$ cat src/rtl/z80_bus_master.sv
// z80_bus_master: turns a valid/ready command into Z80 memory or I/O bus cycles
// (T1, T2, TW, T3), each T-state split into an H and an L phase of HALF_DIV clocks.
// Optional feature macro: Z80M_WAIT_TIMEOUT_EN aborts a cycle after WAIT_MAX
// consecutive wait states and flags rsp_err.
module z80_bus_master #(
  parameter int unsigned HALF_DIV = 3,
  parameter int unsigned WAIT_MAX = 255
) (
  input  logic        CLK_24MHz,
  input  logic        RES,
  input  logic        cmd_valid,
  output logic        cmd_ready,
  input  logic        cmd_io,
  input  logic        cmd_wr,
  input  logic [15:0] cmd_addr,
  input  logic [7:0]  cmd_data,
  output logic        rsp_valid,
  output logic [7:0]  rsp_data,
  output logic        rsp_err,
  output logic [15:0] A,
  output logic [7:0]  D_out,
  output logic        D_oe,
  input  logic [7:0]  D_in,
  output logic        MREQ,
  output logic        IORQ,
  output logic        RD,
  output logic        WR,
  output logic        M1,
  input  logic        WAIT,
  output logic        CLK_OUT
);

  if (HALF_DIV < 1 || HALF_DIV > 15 || WAIT_MAX < 1) begin : g_param_check
    $error("z80_bus_master: HALF_DIV must be 1..15 and WAIT_MAX at least 1");
  end

  typedef enum logic [2:0] {StIdle, StT1, StT2, StTw, StT3} state_e;

  localparam logic [3:0] CntLast = 4'(HALF_DIV - 1);

  state_e      state_q, state_d;
  logic        phl_q, phl_d;      // 0 = H phase, 1 = L phase
  logic [3:0]  cnt_q, cnt_d;
  logic        io_q, io_d;
  logic        wr_q, wr_d;
  logic [15:0] a_q, a_d;
  logic [7:0]  dout_q, dout_d;
  logic        doe_q, doe_d;
  logic        wait_q, wait_d;    // last sampled WAIT, decides TW vs T3
  logic [7:0]  rdata_q, rdata_d;
  logic        rvalid_q, rvalid_d;
  logic        half_end;

`ifdef Z80M_WAIT_TIMEOUT_EN
  localparam int unsigned WcW = $clog2(WAIT_MAX + 1);
  logic [WcW-1:0] wcnt_q, wcnt_d;
  logic           to_q, to_d;
  logic           rerr_q, rerr_d;
`endif

  // State and datapath registers, async active-low reset
  always_ff @(posedge CLK_24MHz or negedge RES) begin
    if (!RES) begin
      state_q  <= StIdle;
      phl_q    <= 1'b0;
      cnt_q    <= '0;
      io_q     <= 1'b0;
      wr_q     <= 1'b0;
      a_q      <= '0;
      dout_q   <= '0;
      doe_q    <= 1'b0;
      wait_q   <= 1'b1;
      rdata_q  <= '0;
      rvalid_q <= 1'b0;
`ifdef Z80M_WAIT_TIMEOUT_EN
      wcnt_q   <= '0;
      to_q     <= 1'b0;
      rerr_q   <= 1'b0;
`endif
    end else begin
      state_q  <= state_d;
      phl_q    <= phl_d;
      cnt_q    <= cnt_d;
      io_q     <= io_d;
      wr_q     <= wr_d;
      a_q      <= a_d;
      dout_q   <= dout_d;
      doe_q    <= doe_d;
      wait_q   <= wait_d;
      rdata_q  <= rdata_d;
      rvalid_q <= rvalid_d;
`ifdef Z80M_WAIT_TIMEOUT_EN
      wcnt_q   <= wcnt_d;
      to_q     <= to_d;
      rerr_q   <= rerr_d;
`endif
    end
  end

  // Next-state: phase counter, T-state sequencing, wait sampling, data capture
  always_comb begin
    state_d  = state_q;
    phl_d    = phl_q;
    cnt_d    = cnt_q + 4'd1;
    io_d     = io_q;
    wr_d     = wr_q;
    a_d      = a_q;
    dout_d   = dout_q;
    doe_d    = doe_q;
    wait_d   = wait_q;
    rdata_d  = rdata_q;
    rvalid_d = 1'b0;
`ifdef Z80M_WAIT_TIMEOUT_EN
    wcnt_d   = wcnt_q;
    to_d     = to_q;
    rerr_d   = 1'b0;
`endif
    half_end = (cnt_q == CntLast);
    if (half_end) begin
      cnt_d = '0;
      phl_d = ~phl_q;
    end

    unique case (state_q)
      StIdle: begin
        if (cmd_valid) begin
          state_d = StT1;
          phl_d   = 1'b0;
          cnt_d   = '0;
          io_d    = cmd_io;
          wr_d    = cmd_wr;
          a_d     = cmd_addr;
          if (cmd_wr) begin
            dout_d = cmd_data;
            doe_d  = 1'b1;
          end
`ifdef Z80M_WAIT_TIMEOUT_EN
          wcnt_d = '0;
          to_d   = 1'b0;
`endif
        end
      end
      StT1: begin
        if (half_end && phl_q) state_d = StT2;
      end
      StT2: begin
        // Memory cycles sample WAIT entering T2L; I/O always takes one TW
        if (half_end && !phl_q && !io_q) wait_d = WAIT;
        if (half_end && phl_q) state_d = (io_q || !wait_q) ? StTw : StT3;
      end
      StTw: begin
        if (half_end && !phl_q) begin
          wait_d = WAIT;
`ifdef Z80M_WAIT_TIMEOUT_EN
          if (!WAIT) wcnt_d = wcnt_q + 1'b1;
`endif
        end
        if (half_end && phl_q) begin
          if (wait_q) state_d = StT3;
`ifdef Z80M_WAIT_TIMEOUT_EN
          if (!wait_q && (wcnt_q >= WcW'(WAIT_MAX))) begin
            state_d = StT3;
            to_d    = 1'b1;
          end
`endif
        end
      end
      StT3: begin
        if (half_end && phl_q) begin
          state_d  = StIdle;
          doe_d    = 1'b0;
          rvalid_d = 1'b1;
`ifdef Z80M_WAIT_TIMEOUT_EN
          rerr_d   = to_q;
`endif
        end
      end
      default: state_d = StIdle;
    endcase

    // Read data is captured on the edge that enters T3H
    if ((state_q == StT2 || state_q == StTw) && state_d == StT3 && !wr_q) rdata_d = D_in;
  end

  // Outputs: strobe windows decoded from state and phase
  always_comb begin
    logic mem_win, io_win, wr_win;
    mem_win   = (state_q == StT1 && phl_q) || state_q == StT2 || state_q == StTw ||
                (state_q == StT3 && !phl_q);
    io_win    = state_q == StT2 || state_q == StTw || (state_q == StT3 && !phl_q);
    wr_win    = (state_q == StT2 && phl_q) || state_q == StTw || (state_q == StT3 && !phl_q);
    MREQ      = ~(!io_q && mem_win);
    IORQ      = ~(io_q && io_win);
    RD        = ~(!wr_q && (io_q ? io_win : mem_win));
    WR        = ~(wr_q && (io_q ? io_win : wr_win));
    M1        = 1'b1;
    CLK_OUT   = ~phl_q;
    cmd_ready = (state_q == StIdle);
    A         = a_q;
    D_out     = dout_q;
    D_oe      = doe_q;
    rsp_valid = rvalid_q;
    rsp_data  = rdata_q;
`ifdef Z80M_WAIT_TIMEOUT_EN
    rsp_err   = rerr_q;
`else
    rsp_err   = 1'b0;
`endif
  end

endmodule

$ cat config.mk
export PLATFORM = sky130hd
export DESIGN_NAME = z80_bus_master
export DESIGN_NICKNAME = d
export VERILOG_FILES = /design/src/rtl/z80_bus_master.sv
export SDC_FILE = /design/constraint.sdc
export NUM_CORES = 1
export LEC_CHECK = 0
export CAP_MARGIN = 20
export CORE_UTILIZATION = 25
export CTS_CLUSTER_SIZE = 10
export DETAILED_ROUTE_END_ITERATION = 10
export MAX_ROUTING_LAYER = met4
export PLACE_DENSITY = 0.59
export SYNTH_ARGS = -nofsm -noshare
export SYNTH_HDL_FRONTEND = slang
export SYNTH_SLANG_ARGS = --single-unit
$ cat constraint.sdc
create_clock -name CLK_24MHz -period 4.19 [get_ports CLK_24MHz]
set_clock_uncertainty 0.15 [all_clocks]
set_input_delay 0.419 -clock CLK_24MHz [delete_from_list [all_inputs] [get_ports CLK_24MHz]]
set_output_delay 0.419 -clock CLK_24MHz [all_outputs]
set_load 0.005 [all_outputs]
==> results.ini, run 1 <==
[setup_path]
cp_top_family = flip-flops
cp-end-kind = output pin
path_class = flip-flop to output pin
ff2ff_path_depth = 6
regToRegEndpoint = rsp_data[6]
crit_path_start_kind = flip-flop
cp_slowest_stage_delay_ns = 0.52
crit_slowest_cell = dfrtp_1
critPathArrivalTime_ns = 2.03
cp_max_fo = 8
crit_chain = or2b_1, o31ai_1, o21ai_0, clkdlybuf4s50_1
r2r_slack_ns = 1.62
reg2reg_from = cnt_q[0]
cp.required_ns = 3.62
path_buf_inv = 1

[placed_design]
detailed_place.area_mm2 = 0.00278
gp_congestion = 0.743
dp_hpwl_um = 2950
dp.cells = 312
portBuffers = 77

[grt]
grt-ovfl-total = 0
grt_max_degree = 46
antenna_found_initial = 0
grt_pass1_vias = 1383
track_usage_pct = 10.9
grt_pass1_wl_um = 6810

[clock_tree]
worstSkewPairLatency_ns = 0.29
path_clk_slew_ns = 0.08
ctsResizeCount = 0
post_cts_buffers = 0
cts_buffer_depth = 2
cts_buffers = 5
root_buffer = clkbuf_8
htreeDepth = 2
cts_tree = built
cts_sinks = 45

[routing]
drt-initial-drc-count = 39
dr.pass1.iters = 4
vias = 1362
routed_wl_um = 4080
drtAntennaViolNets = 0
vias_per_cell = 4.23
wire_per_inst_um = 12.7
post-route-drc-count = 0

[final_layout]
fin_area_mm2 = 0.00291
final_nets = 263
diodes = 0
fin_cells = 322
syn2layout_area_growth_pct = 50.1
postLayoutCoreUtil_pct = 39.5
drive_gt1_share_pct = 22.9
n_fill_cell = 740

[floorplanning]
die_x_um = 90.0
start_util_pct = 26.3
io-pin-count = 80
die_y_um = 90.0
die_area_mm2 = 0.00810
core_mm2 = 0.00737
row_count = 31

[logic_synthesis]
synthDistinctLibCells = 30
netlist_instances = 141
ys_ff_latch = 45
yosysWarnings = 0
synth_nets = 182
yosysSeqAreaShare_pct = 58.2
yosysTopAreaCell = dfrtp_1
netlist_area_mm2 = 0.00194
yosysTopAreaCellShare_pct = 56.8
avgSynthCellArea_um2 = 13.7
synth_top_cells_by_area = dfrtp_1 (57%), mux2_2 (20%), ha_1 (1.9%), buf_6 (1.7%), o21ai_0 (1.6%)

[power]
p_clk_share_pct = 16.3
p_int_mw = 1.23
p_sw_mw = 0.514
powerDensity_mw_per_mm2 = 599
ir_drop_uv = 321
power_frac_comb_pct = 41.1
seqPwrFrac_pct = 42.6
switching_share_pct = 29.5
leakagePower_nw = 1.22

[timing]
fin_crit_ns = 2.60
rsz0062_at_grt = no
post-route-period-util_pct = 62.0
final_hold_viol_count = 0
setup_tns_ns = 0
worstMarginPinSlew_ns = 0.570
slew_headroom_pct = 61.7
maxSlewViolCount = 0
setup_viol = 0
fmax_mhz = 385

[run]
cap_violations = 0

[min_path]
min_path_cells = 1
hold_path.class = flip-flop to flip-flop
min_from = D_out[5]
whs_endpoint = D_out[5]

[outcome]
outcome = complete, no violations

## sequential cells by signal, indices dropped and copies added (netlist names)
name,cells
D_oe,1
rsp_data,8
phl_q,1
D_out,8
wait_q,1
io_q,1
wr_q,1
state_q,3
rsp_valid,1
A,16
cnt_q,4
## cells by family (layout without fill, tap and decap cells)
| family | count (synthesis) | count (layout) | share of synthesized area, % |
|---|---|---|---|
| multiplexers | 34 | 34 | 19.8 |
| buffers and inverters | 10 | 92 | 3.68 |
| flip-flops | 45 | 45 | 58.2 |
| AND/OR/NAND/NOR | 30 | 30 | 10.5 |
| XOR/XNOR | 2 | 2 | 0.905 |
| other | 2 | 2 | 0.388 |
| adder cells (fa/ha/maj) | 3 | 3 | 1.94 |
| AO/OA/AOI/OAI | 15 | 15 | 4.59 |
## layer usage
| layer | GRT usage, % | wire length (µm) | vias to the layer above |
|---|---|---|---|
| li1 | - | - | 645 |
| met2 | 16.0 | 1950 | 43 |
| met1 | 14.3 | 1900 | 672 |
| met5 | - | 0 | - |
| met4 | 3.23 | 14 | 0 |
| met3 | 3.38 | 209 | 2 |
## through the flow
stage / worst slack [ns] / hold WS (ns) / power [mW]
floorplan: 1.90 / -0.0266 / 1.07
global placement: 1.70 / 0.336 / 1.47
detailed placement: 1.60 / 0.343 / 1.47
CTS: 1.58 / 0.179 / 1.77
global route: 1.36 / 0.380 / 1.86
finish: 1.59 / 0.361 / 1.74
## power groups by stage
| stage | clock network, mW | logic (mW) | registers [mW] |
|---|---|---|---|
| after floorplan | 0 | 0.341 | 0.727 |
| after global placement | 0 | 0.722 | 0.744 |
| after detailed placement | 0 | 0.725 | 0.749 |
| after CTS | 0.300 | 0.729 | 0.743 |
| after global routing | 0.317 | 0.777 | 0.771 |
| final | 0.283 | 0.715 | 0.742 |
## layout by cell type (no fill, tap or decap), types with 3 or more instances in the layout
cell              n
a21oi_1           4
clkbuf_8          6
clkdlybuf4s50_1  76
dfrtp_1          44
ha_1              3
inv_1             3
mux2_2           34
nand2_1           4
nand2b_1          4
nor2_1            5
nor3_1            5
nor3b_1           3
o21ai_0           6
## Yosys cell counts (all sizes together)
cell type  count
a21o           1
a21oi          4
buf            6
clkbuf         1
conb           2
dfrtp         44
dfstp          1
ha             3
inv            3
mux2          34
nand2          5
nand2b         4
nand3          1
nand3b         1
nor2           5
nor2b          2
nor3           5
nor3b          3
nor4           1
nor4b          1
o21ai          6
o21bai         1
o221ai         1
o31ai          2
or2b           1
or3            1
xor2           2
## final cells by class
cell class / instances / area [µm²] / share of cell area (%)
Inverter: 3 / 11.3 / 0.387
Clock buffer: 6 / 82.6 / 2.84
Multi-Input combinational cell: 86 / 738 / 25.4
Sequential cell: 45 / 1130 / 38.8
Timing Repair Buffer: 81 / 811 / 27.9
Tap cell: 99 / 124 / 4.26
Clock inverter: 2 / 13.8 / 0.473
## timing repair
| action | CTS | global route |
|---|---|---|
| setup endpoints to repair | 0 | 0 |
| endpoints found under the hold margin | 0 | 18 |
| hold buffers | 0 | 1 |
## worst max-delay path by stage
stage | startpoint | end | slack (ns) | cells past startpoint
floorplan | cnt_q[0] | rsp_data[0] | 1.90 | 6
global placement | cnt_q[0] | rsp_data[5] | 1.70 | 6
detailed placement | cnt_q[0] | rsp_data[2] | 1.60 | 6
CTS | state_q[2] | RD | 1.58 | 4
global route | cnt_q[0] | rsp_data[0] | 1.36 | 6
finish | state_q[2] | RD | 1.59 | 4
Power figures use the tool's default switching activity.
==> run 2, diff against run 1 <==
==> constraint.sdc (replaced) <==
create_clock -name CLK_24MHz -period 2.6 [get_ports CLK_24MHz]
set_clock_uncertainty 0.15 [all_clocks]
set_input_delay 0.26 -clock CLK_24MHz [delete_from_list [all_inputs] [get_ports CLK_24MHz]]
set_output_delay 0.26 -clock CLK_24MHz [all_outputs]
set_load 0.005 [all_outputs]
==> run 2 against run 1 <==
Total power is 61% higher. Sequential share of layout area hardly changed. Utilization is 0.051 points higher. Combinational power is 64% higher. Via count is 2.2% higher. Final cell count is 0.62% higher. Non-clock buffer count is 2 higher. First-iteration DRC count is 18% higher. Sequential power is 62% higher. Critical path depth stayed put. Global-route usage is 0.38 points higher. Sequential cell count stayed put. Critical path type unchanged. Highest routed layer unchanged.
==> results.ini, run 2 (synthesized netlist as in run 1, its figures left out) <==
[floorplanning]
die_x_um = 90.0  ; unchanged
io-pin-count = 80  ; unchanged
die_area_mm2 = 0.00810  ; unchanged
start_util_pct = 26.3  ; unchanged
row_count = 31  ; unchanged
core_mm2 = 0.00737  ; unchanged
die_y_um = 90.0  ; unchanged

[timing]
setup_tns_ns = 0  ; unchanged
worstMarginPinSlew_ns = 0.631  ; +0.0613 ns
setup_viol = 0  ; unchanged
fmax_mhz = 417
holdWs_ns = 0.360  ; -0.000489 ns
post-route-period-util_pct = 92.2
worst_slack_ns = 0.204  ; -1.39 ns
slew_headroom_pct = 57.9  ; -3.8 points
final_hold_viol_count = 0  ; unchanged
fin_crit_ns = 2.40
maxSlewViolCount = 0  ; unchanged
rsz0062_at_grt = no

[placed_design]
detailed_place.area_mm2 = 0.00281  ; +0.99%
dp_hpwl_um = 3060  ; +3.5%
dp_slack_ns = 0.201  ; -1.40 ns
dp.cells = 314  ; +0.64%
gp_congestion = 0.789  ; +6.3%
portBuffers = 77  ; unchanged

[routing]
drt-initial-drc-count = 46  ; +18%
vias = 1392  ; +2.2%
dr.pass1.iters = 4  ; unchanged
routed_wl_um = 4230  ; +3.8%
drtAntennaViolNets = 0  ; unchanged
wire_per_inst_um = 13.1  ; +3.2%
vias_per_cell = 4.30  ; +1.6%
post-route-drc-count = 0  ; unchanged

[setup_path]
critPathArrivalTime_ns = 1.99  ; -0.04 ns
crit_slowest_cell = dfrtp_1
cp_max_fo = 9  ; +1
cp-end-kind = output pin
crit_path_start_kind = flip-flop
path_buf_inv = 1  ; unchanged
cp_top_family = flip-flops
crit_chain = or2b_1, o31ai_1, o21ai_0, clkdlybuf4s50_1
cp.required_ns = 2.19  ; -1.43 ns
path_class = flip-flop to output pin
cp_slowest_stage_delay_ns = 0.48  ; -0.04 ns

[final_layout]
syn2layout_area_growth_pct = 50.3
fin_cells = 324  ; +0.62%
largest_reg_flops = 16  ; unchanged
fin_area_mm2 = 0.00291  ; +0.13%
drive_gt1_share_pct = 23.1  ; +0.24 points
n_fill_cell = 745  ; +0.68%
final_common_cell = clkdlybuf4s50_1
postLayoutCoreUtil_pct = 39.5  ; +0.051 points
final_cell_mix = clkdlybuf4s50_1 (76), dfrtp_1 (43), mux2_2 (34)
final_nets = 265  ; +0.76%
diodes = 0  ; unchanged

[grt]
grt_pass1_vias = 1494  ; +8.0%
antenna_found_initial = 0  ; unchanged
track_usage_pct = 11.3  ; +0.38 points
grt-ovfl-total = 0  ; unchanged
grt_max_degree = 29  ; -37%
grt_pass1_wl_um = 7070  ; +3.7%

[clock_tree]
cts_tree = built
worstSkewPairLatency_ns = 0.29  ; about the same
path_clk_slew_ns = 0.08  ; about the same
cts_buffers = 5  ; unchanged
cts_buffer_depth = 2  ; unchanged
htreeDepth = 2  ; unchanged
cts_sinks = 45  ; unchanged
root_buffer = clkbuf_8

[min_path]
hold_path.class = flip-flop to flip-flop

[run]
cap_violations = 0  ; unchanged

[power]
powerDensity_mw_per_mm2 = 960  ; +60%
ir_drop_uv = 520  ; +62%
power.total_mw = 2.80  ; +61%
leakagePower_nw = 1.22  ; -0.45%

[outcome]
outcome = complete, no violations

-- run 2: cell types whose count changed in the layout (fill, tap and decap cells not counted) --
cell	change
dfrtp_2	+1
clkinv_4	-1
clkbuf_1	+2
dfrtp_1	-1
clkinv_2	-1
buf_4	+2
clkinvlp_4	+1
clkbuf_8	-1
-- run 2: power by group --
| group | total (mW) | leakage [nW] | internal, mW | switching [mW] |
|---|---|---|---|---|
| sequential | 1.20 | 0.552 | 0.980 | 0.217 |
| combinational | 1.17 | 0.625 | 0.792 | 0.383 |
| clock | 0.423 | 0.0385 | 0.190 | 0.233 |
-- run 2: final timing paths --
path	start	to	slack [ns]	cells past startpoint
worst max-delay path	state_q[1]	RD	0.20	4
worst min-delay path	D_out[4]	D_out[4]	0.36	1
worst max register to register	cnt_q[0]	rsp_data[7]	0.29	7
worst min register to register	D_out[4]	D_out[4]	0.36	1
max in group asynchronous	RES	wait_q	1.26	3
min in group asynchronous	RES	A[11]	0.37	2
-- run 2: layer usage --
metal	vias to the layer above	global-route usage, %	part of all wire (%)
li1	648	-	-
met1	687	13.9	46
met2	50	17.6	48
met3	7	3.21	5.1
met4	0	4.17	0.99
met5	-	-	0
-- run 2: timing repair --
action                                  4_1_cts  5_1_grt
setup buffers                                 0        1
endpoints found under the hold margin        26        0
endpoints found under the setup margin        0        9
gates resized for setup                       0        1
hold buffers                                  1        0
-- run 2: area by class of cell --
| type | count | area (µm²) | area share, % |
|---|---|---|---|
| Tap cell | 99 | 124 | 4.25 |
| Timing Repair Buffer | 83 | 826 | 28.4 |
| Sequential cell | 45 | 1130 | 38.8 |
| Inverter | 3 | 11.3 | 0.387 |
| Clock inverter | 1 | 7.51 | 0.258 |
| Multi-Input combinational cell | 86 | 738 | 25.4 |
| Clock buffer | 7 | 76.3 | 2.62 |
-- run 2: worst reg2reg max path, delay by kind of cell (launching register included) --
kind,cells,cell delay (ns)
adders and majority gates,1,0.23
buffers and inverters,1,0.20
DFF,1,0.42
muxes,1,0.34
and+or+nand+nor,4,0.85
